`config.mk`:
```
export PLATFORM = sky130hd
export DESIGN_NAME = demosaic_mul_arbiter
export DESIGN_NICKNAME = d
export VERILOG_FILES = /design/src/rtl/demosaic_mul_arbiter.sv
export SDC_FILE = /design/constraint.sdc
export NUM_CORES = 1
export LEC_CHECK = 0
export BUFFER_PORTS_ARGS = -buffer_cell sky130_fd_sc_hd__buf_2
export CELL_PAD_IN_SITES_DETAIL_PLACEMENT = 1
export CELL_PAD_IN_SITES_GLOBAL_PLACEMENT = 2
export CORE_ASPECT_RATIO = 0.8
export CORE_MARGIN = 2
export CORE_UTILIZATION = 31
export DETAILED_ROUTE_END_ITERATION = 16
export GPL_TIMING_DRIVEN = 1
export PLACE_DENSITY_LB_ADDON = 0.1
export SLEW_MARGIN = 20
export SYNTH_ARGS = -nofsm -noshare
export SYNTH_HDL_FRONTEND = slang
export SYNTH_SLANG_ARGS = --single-unit
```
`constraint.sdc`:
```
create_clock -name ap_clk -period 6.25 [get_ports ap_clk]
set_input_delay 0.625 -clock ap_clk [delete_from_list [all_inputs] [get_ports ap_clk]]
set_output_delay 0.625 -clock ap_clk [all_outputs]
set_load 0.05 [all_outputs]
```
`src/rtl/demosaic_mul_arbiter.sv`:
```
// Round-robin arbiter that lets NUM_REQ requesters share one signed 8x18 multiplier.
// Latency: LATENCY cycles from operand accept to res_valid; one accept per cycle when not stalled.
// Backpressure: res_valid & !res_ready freezes every stage (bubbles included) and drops all req_ready.
// Optional: define DEMOSAIC_MUL_ARB_PRIO0_EN to give requester 0 absolute priority over the round-robin.
module demosaic_mul_arbiter #(
  parameter int NUM_REQ = 4,
  parameter int LATENCY = 2
) (
  input  logic                    ap_clk,
  input  logic                    ap_rst,
  input  logic [NUM_REQ-1:0]      req_valid,
  input  logic [8*NUM_REQ-1:0]    req_a,
  input  logic [18*NUM_REQ-1:0]   req_b,
  output logic [NUM_REQ-1:0]      req_ready,
  output logic                    res_valid,
  output logic [25:0]             res_data,
  output logic [2:0]              res_id,
  input  logic                    res_ready
);

`ifdef DEMOSAIC_MUL_ARB_PRIO0_EN
  localparam bit PRIO0_EN = 1'b1;
`else
  localparam bit PRIO0_EN = 1'b0;
`endif

  logic [2:0]                 last_grant;
  logic [NUM_REQ-1:0]         grant;
  logic [2:0]                 gnt_id;
  logic                       gnt_any;
  logic [3:0]                 idx;
  logic                       adv;
  logic                       acc;
  logic [7:0]                 sel_a;
  logic [17:0]                sel_b;
  logic signed [25:0]         sel_prod;

  // One entry per stage; the last stage drives the result port directly.
  logic [LATENCY-1:0]         stg_vld;
  logic [LATENCY-1:0][2:0]    stg_id;
  logic [LATENCY-1:0][25:0]   stg_prod;

  // The pipeline moves only when the output stage is empty or being drained.
  always_comb begin
    adv = !stg_vld[LATENCY-1] | res_ready;
    acc = adv & gnt_any;
  end

  // Round-robin search starting just after the last accepted requester.
  always_comb begin
    grant   = '0;
    gnt_id  = '0;
    gnt_any = 1'b0;
    idx     = '0;
    for (int k = 1; k <= NUM_REQ; k++) begin
      idx = {1'b0, last_grant} + 4'(k);
      if (idx >= 4'(NUM_REQ)) idx = idx - 4'(NUM_REQ);
      for (int i = 0; i < NUM_REQ; i++) begin
        if (!gnt_any && idx == 4'(i) && req_valid[i] && (!PRIO0_EN || i != 0)) begin
          grant[i] = 1'b1;
          gnt_id   = 3'(i);
          gnt_any  = 1'b1;
        end
      end
    end
`ifdef DEMOSAIC_MUL_ARB_PRIO0_EN
    if (req_valid[0]) begin
      grant    = '0;
      grant[0] = 1'b1;
      gnt_id   = 3'd0;
      gnt_any  = 1'b1;
    end
`endif
  end

  // Ready is withheld while in reset so nothing is handed over during it.
  always_comb begin
    req_ready = (adv && !ap_rst) ? grant : '0;
  end

  // Operand mux for the granted requester and the full-precision product.
  // 8-bit signed times 18-bit unsigned always fits in 26 signed bits.
  always_comb begin
    sel_a = '0;
    sel_b = '0;
    for (int i = 0; i < NUM_REQ; i++) begin
      if (gnt_id == 3'(i)) begin
        sel_a = req_a[8*i +: 8];
        sel_b = req_b[18*i +: 18];
      end
    end
    sel_prod = $signed({{18{sel_a[7]}}, sel_a}) * $signed({8'b0, sel_b});
  end

  // Result port is the output stage.
  always_comb begin
    res_valid = stg_vld[LATENCY-1];
    res_data  = stg_prod[LATENCY-1];
    res_id    = stg_id[LATENCY-1];
  end

  // Stage shift: stage 0 takes the new product (or a bubble), the rest move up.
  always_ff @(posedge ap_clk or posedge ap_rst) begin
    if (ap_rst) begin
      stg_vld  <= '0;
      stg_id   <= '0;
      stg_prod <= '0;
    end else if (adv) begin
      stg_vld[0]  <= acc;
      stg_id[0]   <= gnt_id;
      stg_prod[0] <= sel_prod;
      for (int s = 1; s < LATENCY; s++) begin
        stg_vld[s]  <= stg_vld[s-1];
        stg_id[s]   <= stg_id[s-1];
        stg_prod[s] <= stg_prod[s-1];
      end
    end
  end

  // Remember the last round-robin winner; priority-0 accepts do not move it.
  always_ff @(posedge ap_clk or posedge ap_rst) begin
    if (ap_rst) begin
      last_grant <= 3'(NUM_REQ - 1);
    end else if (acc && (!PRIO0_EN || gnt_id != 3'd0)) begin
      last_grant <= gnt_id;
    end
  end

endmodule

```
======== Yosys cells after proc, flatten, opt, wreduce, memory -nomap -nowiden ========
Cells that the tools add are included.
word-level totals
  register bits ........................... 63
  bits of input ports ..................... 111
  output and inout bits ................... 34
  logic and storage cells ................. 149
operators by class
  $add $sub $neg .......................... 8
  multipliers ............................. 1
  $lt $le $gt $ge ......................... 4
  equal/unequal tests ..................... 15
  multiplexer cells ....................... 59
  bitwise operators ....................... 2
  reduce and logical (&&, ||, !) cells .... 54
operator list
  cell                 number
  $mux 18              4
  $eq 4x2->1 const B   8
  $logic_and 1x1->1    32
  $mux 1               32
  $mux 8               4
  $mux 3               10
  $mul 8x19->26        1
  $mux 4               5
  $logic_not 1->1      17
  $eq 4x1->1 const B   4
  $ge 4x3->1 const B   4
  $logic_not 4->1      4
  $sub 4x3->4 const B  4
  $add 3x2->4 const B  2
  $mux 2               4
  $eq 3x2->1 const B   2
  $add 3x1->4 const B  1
  $add 3x3->4 const B  1
  $eq 3x1->1 const B   1
  $logic_not 3->1      1
  $and 1x1->1          1
  $or 1x1->1           1

======== Longest topological paths before layout ========
Gate-level depths: netlist (run 1).
  depth in word-level cells ............... 72
  mapped depth ............................ 29
  depth with buffers taken out ............ 26

======== Worst setup path after synthesis (run 1) ========
No wires, ideal clock.
  kind .................................... input port to flip-flop
  from .................................... input req_valid[1]
  to ...................................... register stg_prod[24] (netlist bit)
  library setup time ...................... 130 ps
  data arrival time ....................... 6190 ps
  path slack .............................. -70 ps
  cell stages on the path ................. 25
  buffers on the path ..................... 2
  cell sequence ........................... o21ai_1 o21ai_1 a221oi_2 nand2_1 buf_2 nor2_1 a21oi_1 a21oi_2 buf_2 nor2_1 fa_1 fa_1 fa_1 inv_1 fa_1 inv_1 ha_1 a21oi_1 o211ai_1 o41ai_4 o21ai_2 or4_1 a31o_1 xnor2_1 o21ai_1
on the way
  longest elaborated chain between the ends .. 64
  elaborated cells between the ends (all ways) .. 85
RTL lines
  element                                                line  text
  from (decl)                                            11    input logic [NUM_REQ-1:0] req_valid,
  $logic_and 1x1->1                                      59    if (!gnt_any && idx == 4'(i) && req_valid[i] && (!PRIO0_EN || i != 0)) begin
  $mux 1                                                 59
  $logic_not 1->1                                        59
  $logic_and 1x1->1 (2 in a row)                         59
  $mux 1                                                 59
  $logic_not 1->1                                        59
  $logic_and 1x1->1 (2 in a row)                         59
  $mux 1                                                 59
  [41 not listed]                                        -
  $logic_and 1x1->1 (2 in a row)                         59
  $mux 1                                                 59
  $logic_not 1->1                                        59
  $logic_and 1x1->1 (2 in a row)                         59
  $mux 3 (*)                                             59
  $logic_not 3->1                                        87    if (gnt_id == 3'(i)) begin
  $mux 8 / $mux 18 (equally long branches) (4 in a row)  87
  $mul 8x19->26 (*)                                      92    sel_prod = $signed({{18{sel_a[7]}}, sel_a}) * $signed({8'b0, sel_b});
  to (signal, indexed assignment)                        115   stg_prod[s] <= stg_prod[s-1];
  to (decl)                                              41    logic [LATENCY-1:0][25:0] stg_prod;
Mark *: on every way between the ends. The rest lies on a longest branch, timed or not.
A chain may end at the register's enable or synchronous reset.

======== Final worst setup path (run 1) ========
  from .................................... register last_grant[1]
  to ...................................... register stg_prod[24] (netlist bit)
on the way
  longest elaborated chain between the ends .. 72
  elaborated cells between the ends (all ways) .. 121
RTL lines
  element                                                line  text
  from (decl)                                            27    logic [2:0] last_grant;
  from (signal assigned)                                 123   last_grant <= 3'(NUM_REQ - 1);
  from (signal assigned)                                 125   last_grant <= gnt_id;
  $add 3x1->4                                            56    idx = {1'b0, last_grant} + 4'(k);
  $sub 4x3->4 / $ge 4x3->1 (equally long branches)       57    if (idx >= 4'(NUM_REQ)) idx = idx - 4'(NUM_REQ);
  $mux 4                                                 57
  $logic_not 4->1                                        59
  $logic_and 1x1->1                                      59
  $mux 1                                                 59
  $logic_not 1->1                                        59
  $logic_and 1x1->1 (2 in a row)                         59
  [50 not listed]                                        -
  $logic_and 1x1->1 (2 in a row)                         59
  $mux 1                                                 59
  $logic_not 1->1                                        59
  $logic_and 1x1->1 (2 in a row)                         59
  $mux 3 (*)                                             59
  $logic_not 3->1                                        87
  $mux 8 / $mux 18 (equally long branches) (4 in a row)  87
  $mul 8x19->26 (*)                                      92
Marks and branches as above.

==> results of run 1 <==
[repair_timing]
| action | CTS | global route |
|---|---|---|
| setup endpoints to repair | 11 | 11 |
| hold buffers | 0 | 0 |
| setup buffers | 21 | 31 |
| pin swaps | 29 | 79 |
| gates cloned | 2 | 2 |
| gates resized for setup | 59 | 141 |
[registers in the layout, summed over array words and instances (netlist names)]
signal      flops
res_data       26
stg_prod       26
last_grant      2
res_id          2
stg_id          2
stg_vld         2
[worst max-delay path: cells and delay by family, from the launching register on]
kind,cells,cell delay (ns)
AOI/OAI and AO/OA,9,1.35
xor gates and xnor gates,1,0.15
adders and majority gates,5,2.27
buffers and inverters,7,0.72
DFF,1,0.63
muxes,1,0.25
and+or+nand+nor,3,0.82
[cells in the final DEF (no fill, tap or decap), types with 4 or more instances in the layout]
cell type | Yosys | routed
a21o_1 | 6 | 6
a21oi_1 | 52 | 31
a21oi_2 | 19 | 31
a21oi_4 | 0 | 9
and2_1 | 14 | 10
and2_4 | 0 | 4
buf_12 | 0 | 13
buf_2 | 13 | 142
buf_4 | 32 | 131
buf_6 | 0 | 35
clkbuf_16 | 0 | 10
dfrtp_1 | 58 | 58
fa_1 | 97 | 90
fa_2 | 0 | 7
ha_1 | 60 | 45
ha_4 | 0 | 14
inv_1 | 152 | 136
inv_2 | 0 | 16
mux2i_1 | 7 | 5
nand2_1 | 152 | 149
nand2b_1 | 12 | 9
nand3_1 | 6 | 5
nor2_1 | 146 | 134
nor2_2 | 0 | 9
nor2_4 | 1 | 4
nor3_1 | 7 | 5
o21ai_0 | 42 | 28
o21ai_1 | 6 | 9
o21ai_2 | 1 | 11
or2_1 | 8 | 4
or2_2 | 19 | 13
or2_4 | 0 | 10
xnor2_1 | 9 | 9
xor2_1 | 10 | 10
[metrics by stage]
step | utilization [%] | hold slack [ns] | cells | instance area, µm² | setup WS [ns]
2_1_floorplan | - | 0.435 | 995 | 8060 | 0.0152
3_3_place_gp | 39.0 | 0.445 | 1532 | 9890 | -0.518
3_5_place_dp | 39.0 | 0.453 | 1532 | 9890 | -0.685
4_1_cts | 42.1 | 0.465 | 1570 | 10700 | -0.144
5_1_grt | 45.1 | 0.480 | 1598 | 11500 | -0.321
6_report | 45.1 | 0.455 | 1598 | 11500 | -0.0833
[area by class of cell]
| class | instances | area (µm²) |
|---|---|---|
| Multi-Input combinational cell | 721 | 6280 |
| Sequential cell | 60 | 1500 |
| Tap cell | 324 | 405 |
| Timing Repair Buffer | 325 | 2420 |
| Clock buffer | 12 | 246 |
| Fill cell | 3086 | 13900 |
| Clock inverter | 4 | 25.0 |
| Inverter | 152 | 571 |
[logic make-up after synthesis]
| group | after synthesis | share of synthesized area (%) |
|---|---|---|
| other | 1 | 0.0466 |
| AO/OA/AOI/OAI | 155 | 12.6 |
| flip-flops | 60 | 18.7 |
| buffers and inverters | 215 | 11.7 |
| XOR/XNOR | 20 | 2.27 |
| AND/OR/NAND/NOR | 380 | 20.3 |
| adder cells (fa/ha/maj) | 157 | 33.5 |
| multiplexers | 7 | 0.871 |
[layer usage]
metal / wire, µm / track usage [%] / part of all wire [%]
met2: 11800 / 30.8 / 45
met5: 0 / 0 / 0
met1: 13600 / 28.9 / 51
met3: 841 / 2.01 / 3.2
met4: 284 / 4.12 / 1.1
[how the worst max path moves through the flow]
stage                               to  depth (start not counted)
final                     stg_prod[24]                         26
after CTS                 stg_prod[24]                         24
after global routing      stg_prod[24]                         26
after global placement    stg_prod[25]                         27
after floorplan           stg_prod[24]                         27
after detailed placement  stg_prod[25]                         27
==> results.tsv, run 1 <==
stage	metric	value	unit
run_status	violations	negative setup slack	
sta	fin_tns_setup	-0.109	ns
global_routing	antenna_found_initial	0	
drt	detail-route-antenna-nets	0	
sta	worst_clock_skew	0.00867	ns
global_routing	grt_max_degree	66	
drt	wirelength	26.6	mm
synthesis	synth_nets	1263	
cts	cts-htree-levels	3	
synthesis	yosys_warnings	0	
sta	worstMarginPinSlew	0.787	ns
synthesis	synth.distinct_cells	54	
setup_path	crit_slowest_cell	dfstp_2	
setup_path	r2r_setup_slack	-0.08	ns
layout	area_growth	42.3	%
drt	wl_per_cell	16.6	µm
sta	hold_viol	0	
cts	cts_tree	done	
global_routing	grt_first_pass_wirelength	41.8	mm
cts	clockBufferDepth	2	
hold_path	worstHoldStart	res_data[12]	
synthesis	synth-seq-cells	60	
hold_path	worst_hold_path_type	register to register	
die	core	25400	µm²
synthesis	synth.largest_area_cell	fa_1	
drt	dr.pass1.iters	4	
layout	n_antenna_cell	0	
global_routing	grt_pass1_vias	7846	
setup_path	critPathMostFrequentCell	fa_1	
setup_path	reg2reg_from	last_grant[1]	
die	die_h	148	µm
setup_path	cp-end-kind	register	
flow_run	cap_violations	0	
cts	cts.sinks	60	
run_status	status	finished with violations	
drt	detail_route.vias_per_cell	4.57	
setup_path	path_max_fanout	6	
placed_design	portBuffers	143	
synthesis	syn_area	8050	µm²
layout	finalNetCount	1537	
die	rows	52	
sta	period_minus_slack	6.33	ns
cts	clkLatencyLatePin	0.33	ns
cts	path_clk_slew	0.05	ns
setup_path	cp-startpoint	last_grant[1]	
global_routing	overflow	0	
layout	drive_above_1_share	39.6	%
synthesis	ys_seq_area_share	18.7	%
synthesis	synth_area_leaders	fa_1, dfrtp_1, ha_1	
setup_path	crit_type	register to register	
sta	setup_violations	3	
synthesis	syn_inst	995	
hold_path	holdPathStages	2	
hold_path	hold_end	res_data[12]	
sta	max_freq	0.158	GHz
die	die_x	184	µm
cts	numCtsBuffers	9	
setup_path	worst-r2r-cell-count	26	
setup_path	reg2reg_to	stg_prod[24]	
synthesis	synth_edf_count	0	
sta	setup_ws	-0.0833	ns
global_routing	track_usage	19.5	%
placed_design	dpl.hpwl	20.9	mm
sta	final_max_slew_viol_count	0	
sta	rsz0062_at_grt	true	
sta	final.period_utilization	101	%
drt	via_count	7304	
setup_path	max_stage_delay	0.63	ns
synthesis	synthArstFlopShare	100	%
sta	relSlewSlack	47.5	%
synthesis	synth_top_area_share	24.1	%
synthesis	synth_ff_type	dfrtp_1	
synthesis	yosys-top-cells-count	inv_1, nand2_1, nor2_1	
cts	clk_root_buffer_cell	clkbuf_16	
drt	drtIter0Drc	266	
die	fp.dieArea	27300	µm²
die	initial_core_util	31.7	%
placed_design	gp_congestion	0.823	
setup_path	cp.required	6.44	ns
drt	drc_errors	0	
die	io_pins	145	
synthesis	syn_avg_cell_area	8.09	µm²
setup_path	cp.arrival	6.52	ns
setup_path	critPathLaunchType	register	
Power of run 1 is not shown: default switching activity piles up to over one toggle a cycle in this logic, so the estimate is an artifact.
==> run 2, diff against run 1 <==
- CTS_BUF_LIST: not set -> sky130_fd_sc_hd__clkbuf_16
==> results.tsv, run 2 (synthesized netlist as in run 1, its figures left out) <==
stage	metric	value	unit
run_status	status	finished with violations	
run_status	violations	negative setup slack	
cts	cts-htree-levels	3	
setup_path	cp.required	6.44	ns
setup_path	critPathLaunchType	register	
cts	path_clk_slew	0.05	ns
sta	rsz0062_at_grt	true	
sta	worstMarginPinSlew	0.795	ns
global_routing	track_usage	19.6	%
sta	period_minus_slack	6.35	ns
setup_path	reg2reg_to	stg_prod[24]	
hold_path	holdPathStages	2	
cts	cts_tree	done	
flow_run	cap_violations	0	
drt	drtIter0Drc	292	
global_routing	antenna_found_initial	0	
layout	area_growth	42.2	%
die	die_x	184	µm
setup_path	crit_type	register to register	
setup_path	reg2reg_from	last_grant[0]	
layout	layout_common_cells	nand2_1, buf_2, buf_4, inv_1, nor2_1	
die	rows	52	
sta	max_freq	0.157	GHz
layout	postLayoutCoreUtil	45.1	%
die	fp.dieArea	27300	µm²
sta	final_max_slew_viol_count	0	
setup_path	cp-end-kind	register	
cts	cts_hold_buffers	0	
global_routing	grt_max_degree	66	
sta	final.period_utilization	102	%
setup_path	path_max_fanout	7	
cts	clockBufferDepth	2	
setup_path	max_stage_delay	0.62	ns
drt	dr.pass1.iters	4	
hold_path	worstHoldStart	res_data[12]	
setup_path	worst-r2r-cell-count	28	
setup_path	cp_top_family	adder cells	
setup_path	critPathMostFrequentCell	fa_1	
hold_path	worst_hold_path_type	register to register	
setup_path	r2r_setup_slack	-0.10	ns
sta	relSlewSlack	47.0	%
cts	cts.sinks	60	
placed_design	dpl.hpwl	20.9	mm
cts	numCtsBuffers	9	
layout	fillCellCount	3099	
setup_path	crit_slowest_cell	dfstp_2	
placed_design	gp_congestion	0.823	
global_routing	grt_first_pass_wirelength	41.9	mm
sta	setup_violations	4	
drt	wl_per_cell	16.7	µm
layout	drive_above_1_share	39.7	%
global_routing	overflow	0	
layout	final_common_cell	nand2_1	
placed_design	portBuffers	143	
setup_path	path_buf_inv	7	
die	io_pins	145	
drt	wirelength	26.8	mm
sta	setup_ws	-0.103	ns
setup_path	cp.arrival	6.54	ns
drt	via_count	7353	
drt	drc_errors	0	
layout	finalNetCount	1543	
cts	clk_root_buffer_cell	clkbuf_16	
die	core	25400	µm²
die	initial_core_util	31.7	%
hold_path	hold_end	res_data[12]	
drt	detail-route-antenna-nets	0	
sta	hold_viol	0	
sta	worst_clock_skew	0.00826	ns
drt	detail_route.vias_per_cell	4.58	
die	die_h	148	µm
global_routing	grt_pass1_vias	7842	
cts	clkLatencyLatePin	0.32	ns
layout	n_antenna_cell	0	
==> run 2: worst register-to-register path, delay by kind of cell (launching register included) <==
| kind | cells | cell delay, ns |
|---|---|---|
| xor gates and xnor gates | 1 | 0.15 |
| adders and majority gates | 5 | 2.20 |
| AOI/OAI and AO/OA | 10 | 1.55 |
| and+or+nand+nor | 5 | 0.80 |
| buffers and inverters | 7 | 0.90 |
| DFF | 1 | 0.62 |
==> run 2: worst max path at each step <==
stage | end | cells after the start | startpoint
4_1_cts | stg_prod[24] | 24 | last_grant[1]
6_report | stg_prod[24] | 28 | last_grant[0]
3_3_place_gp | stg_prod[25] | 27 | req_valid[0]
3_5_place_dp | stg_prod[25] | 27 | req_valid[1]
2_1_floorplan | stg_prod[24] | 27 | req_valid[0]
5_1_grt | stg_prod[24] | 28 | last_grant[0]
==> run 2: stage by stage <==
stage	cell area, µm²	TNS (ns)	hold slack, ns	std cells	setup WS, ns
after CTS	10700	-0.162	0.465	1571	-0.146
after global routing	11400	-2.59	0.480	1604	-0.352
after detailed placement	9890	-5.37	0.453	1532	-0.685
after global placement	9890	-3.69	0.445	1532	-0.518
after floorplan	8060	0	0.435	995	0.0152
final	11400	-0.184	0.456	1604	-0.103
==> run 2: per-layer routing <==
layer | part of all wire (%) | global-route usage [%] | routed length, µm | vias to the layer above
li1 | - | - | - | 3645
met1 | 50 | 29.1 | 13500 | 3558
met2 | 45 | 30.9 | 12100 | 132
met3 | 3.5 | 2.01 | 928 | 18
met4 | 0.92 | 3.96 | 246 | 0
met5 | 0 | 0 | 0 | -
==> run 2: repair_timing <==
| action | in CTS | in global routing |
|---|---|---|
| endpoints found under the setup margin | 11 | 11 |
| gates cloned | 2 | 2 |
| pin swaps | 29 | 61 |
| gates resized for setup | 69 | 122 |
| setup buffers | 22 | 34 |
==> run 2: layout make-up <==
type                       instances  area [µm²]  share of cell area, %
multi-input combinational        721        6260                   54.7
timing repair buffer             331        2440                   21.3
sequential                        60        1500                   13.1
inverter                         152         571                   4.99
tap                              324         405                   3.54
clock buffer                       9         225                   1.97
clock inverter                     7        36.3                  0.317
Power of run 2 is left out for the same reason.
==> run 3, diff against run 2 <==
- clock period: 6.25 -> 5.28 ns (I/O delays scaled with it)
==> results.tsv, run 3 (synthesized netlist as in run 1, its figures left out) <==
stage	metric	value	unit
layout	drive_above_1_share	39.8	%
die	die_h	148	µm
cts	clkLatencyLatePin	0.33	ns
layout	layout_common_cells	buf_4, nand2_1, buf_2, inv_1, nor2_1	
sta	relSlewSlack	47.4	%
die	fp.dieArea	27300	µm²
drt	wl_met2	12.2	mm
cts	path_clk_slew	0.05	ns
setup_path	cp.required	5.47	ns
layout	final_common_cell	buf_4	
layout	fillCellCount	3050	
global_routing	grt_max_degree	64	
sta	setup_violations	17	
drt	drtIter0Drc	220	
setup_path	crit_type	register to register	
sta	final_max_slew_viol_count	0	
layout	postLayoutCoreUtil	45.3	%
cts	cts.sinks	60	
global_routing	grt_pass1_vias	8107	
setup_path	critPathLaunchType	register	
placed_design	gp_congestion	0.819	
sta	hold_viol	0	
run_status	status	finished with violations	
setup_path	cp-end-kind	register	
sta	max_freq	0.158	GHz
drt	top_layer	met4	
sta	period_minus_slack	6.33	ns
drt	dr.pass1.iters	4	
global_routing	antenna_found_initial	0	
drt	met3_length	729	µm
die	io_pins	145	
drt	detail_route.vias_per_cell	4.62	
drt	wirelength	25.0	mm
setup_path	reg2reg_from	last_grant[0]	
sta	fin_tns_setup	-10.26	ns
sta	worstMarginPinSlew	0.789	ns
hold_path	worst_hold_path_type	input pin to asynchronous set/reset pin	
die	die_x	184	µm
cts	cts-htree-levels	3	
cts	clockBufferDepth	2	
sta	final.period_utilization	120	%
cts	clk_root_buffer_cell	clkbuf_16	
setup_path	worst-r2r-cell-count	27	
die	initial_core_util	31.7	%
global_routing	track_usage	19.1	%
drt	drc_errors	0	
drt	wl_per_cell	15.5	µm
setup_path	r2r_setup_slack	-1.05	ns
drt	via_count	7446	
sta	worst_clock_skew	0.00995	ns
cts	cts_tree	done	
drt	detail-route-antenna-nets	0	
global_routing	grt_first_pass_wirelength	40.9	mm
flow_run	cap_violations	0	
setup_path	reg2reg_to	stg_prod[24]	
setup_path	path_max_fanout	8	
sta	setup_ws	-1.05	ns
run_status	violations	negative setup slack	
layout	area_growth	43.0	%
sta	rsz0062_at_grt	true	
global_routing	overflow	0	
layout	n_antenna_cell	0	
drt	m1WireLength	12.0	mm
cts	numCtsBuffers	9	
layout	finalNetCount	1550	
die	rows	52	
setup_path	cp.arrival	6.51	ns
die	core	25400	µm²
placed_design	portBuffers	143	
placed_design	dpl.hpwl	20.5	mm
==> run 3: cell types whose count changed in the layout (fill, tap and decap cells not counted), sizes merged <==
cell / change
buf: +10
clkbuf: -1
clkinv: +2
bufbuf: -1
clkinvlp: -2
inv: -1
o221a: -1
bufinv: +1
==> run 3: final cells by class <==
| cell class | count | area [µm²] | share of cell area [%] |
|---|---|---|---|
| well taps | 324 | 405 | 3.52 |
| inverters | 152 | 573 | 4.98 |
| multi-input cells | 720 | 6240 | 54.2 |
| flip-flops and latches | 60 | 1500 | 13.1 |
| repair buffers | 339 | 2500 | 21.7 |
| clock buffers | 9 | 225 | 1.96 |
| clock inverters | 7 | 58.8 | 0.511 |
==> run 3: critical path, stage by stage, from the launching register on <==
cell and delay [ns]:
dfstp_2 0.58, nand2b_4 0.16, a21oi_4 0.06, a221oi_4 0.22, buf_12 0.16, buf_6 0.13, o21ai_0 0.11, a21oi_2 0.22
a21oi_4 0.07, buf_12 0.14, or2_4 0.22, fa_1 0.49, inv_2 0.05, fa_1 0.50, fa_1 0.57, inv_2 0.04
fa_1 0.52, inv_2 0.05, ha_4 0.22, nand4_1 0.10, buf_4 0.13, a31oi_4 0.04, o41ai_4 0.37, o21ai_2 0.09
or4_1 0.48, a31o_1 0.24, xnor2_1 0.15, o21ai_1 0.07
==> run 3: how the worst max path moves through the flow <==
stage | from | to | slack [ns] | cells past startpoint
4_1_cts | last_grant[0] | stg_prod[24] | -1.11 | 27
2_1_floorplan | req_valid[1] | stg_prod[24] | -0.70 | 27
3_5_place_dp | req_valid[1] | stg_prod[24] | -1.28 | 28
3_3_place_gp | req_valid[1] | stg_prod[24] | -1.19 | 27
6_report | last_grant[0] | stg_prod[24] | -1.05 | 27
5_1_grt | last_grant[0] | stg_prod[24] | -1.34 | 28
==> run 3: through the flow <==
step           cell area (µm²)  std cells  worst slack [ns]  hold WS [ns]
2_1_floorplan             8410        995            -0.696         0.435
3_3_place_gp             10400       1553             -1.19         0.445
3_5_place_dp             10400       1553             -1.28         0.450
4_1_cts                  11000       1587             -1.11         0.462
5_1_grt                  11500       1611             -1.34         0.485
6_report                 11500       1611             -1.05         0.456
==> run 3: per-layer routing <==
| metal | track usage, % | vias up |
|---|---|---|
| met5 | 0 | - |
| met3 | 2.45 | 17 |
| met4 | 2.20 | 0 |
| met2 | 33.3 | 93 |
| met1 | 26.1 | 3692 |
| li1 | - | 3644 |
==> run 3: timing repair <==
action,CTS,global route
gates resized for setup,44,77
buffers inserted,18,30
endpoints found under the hold margin,0,0
hold buffers,0,0
pin swaps,31,66
endpoints found under the setup margin,19,19
Power of run 3 is left out for the same reason.
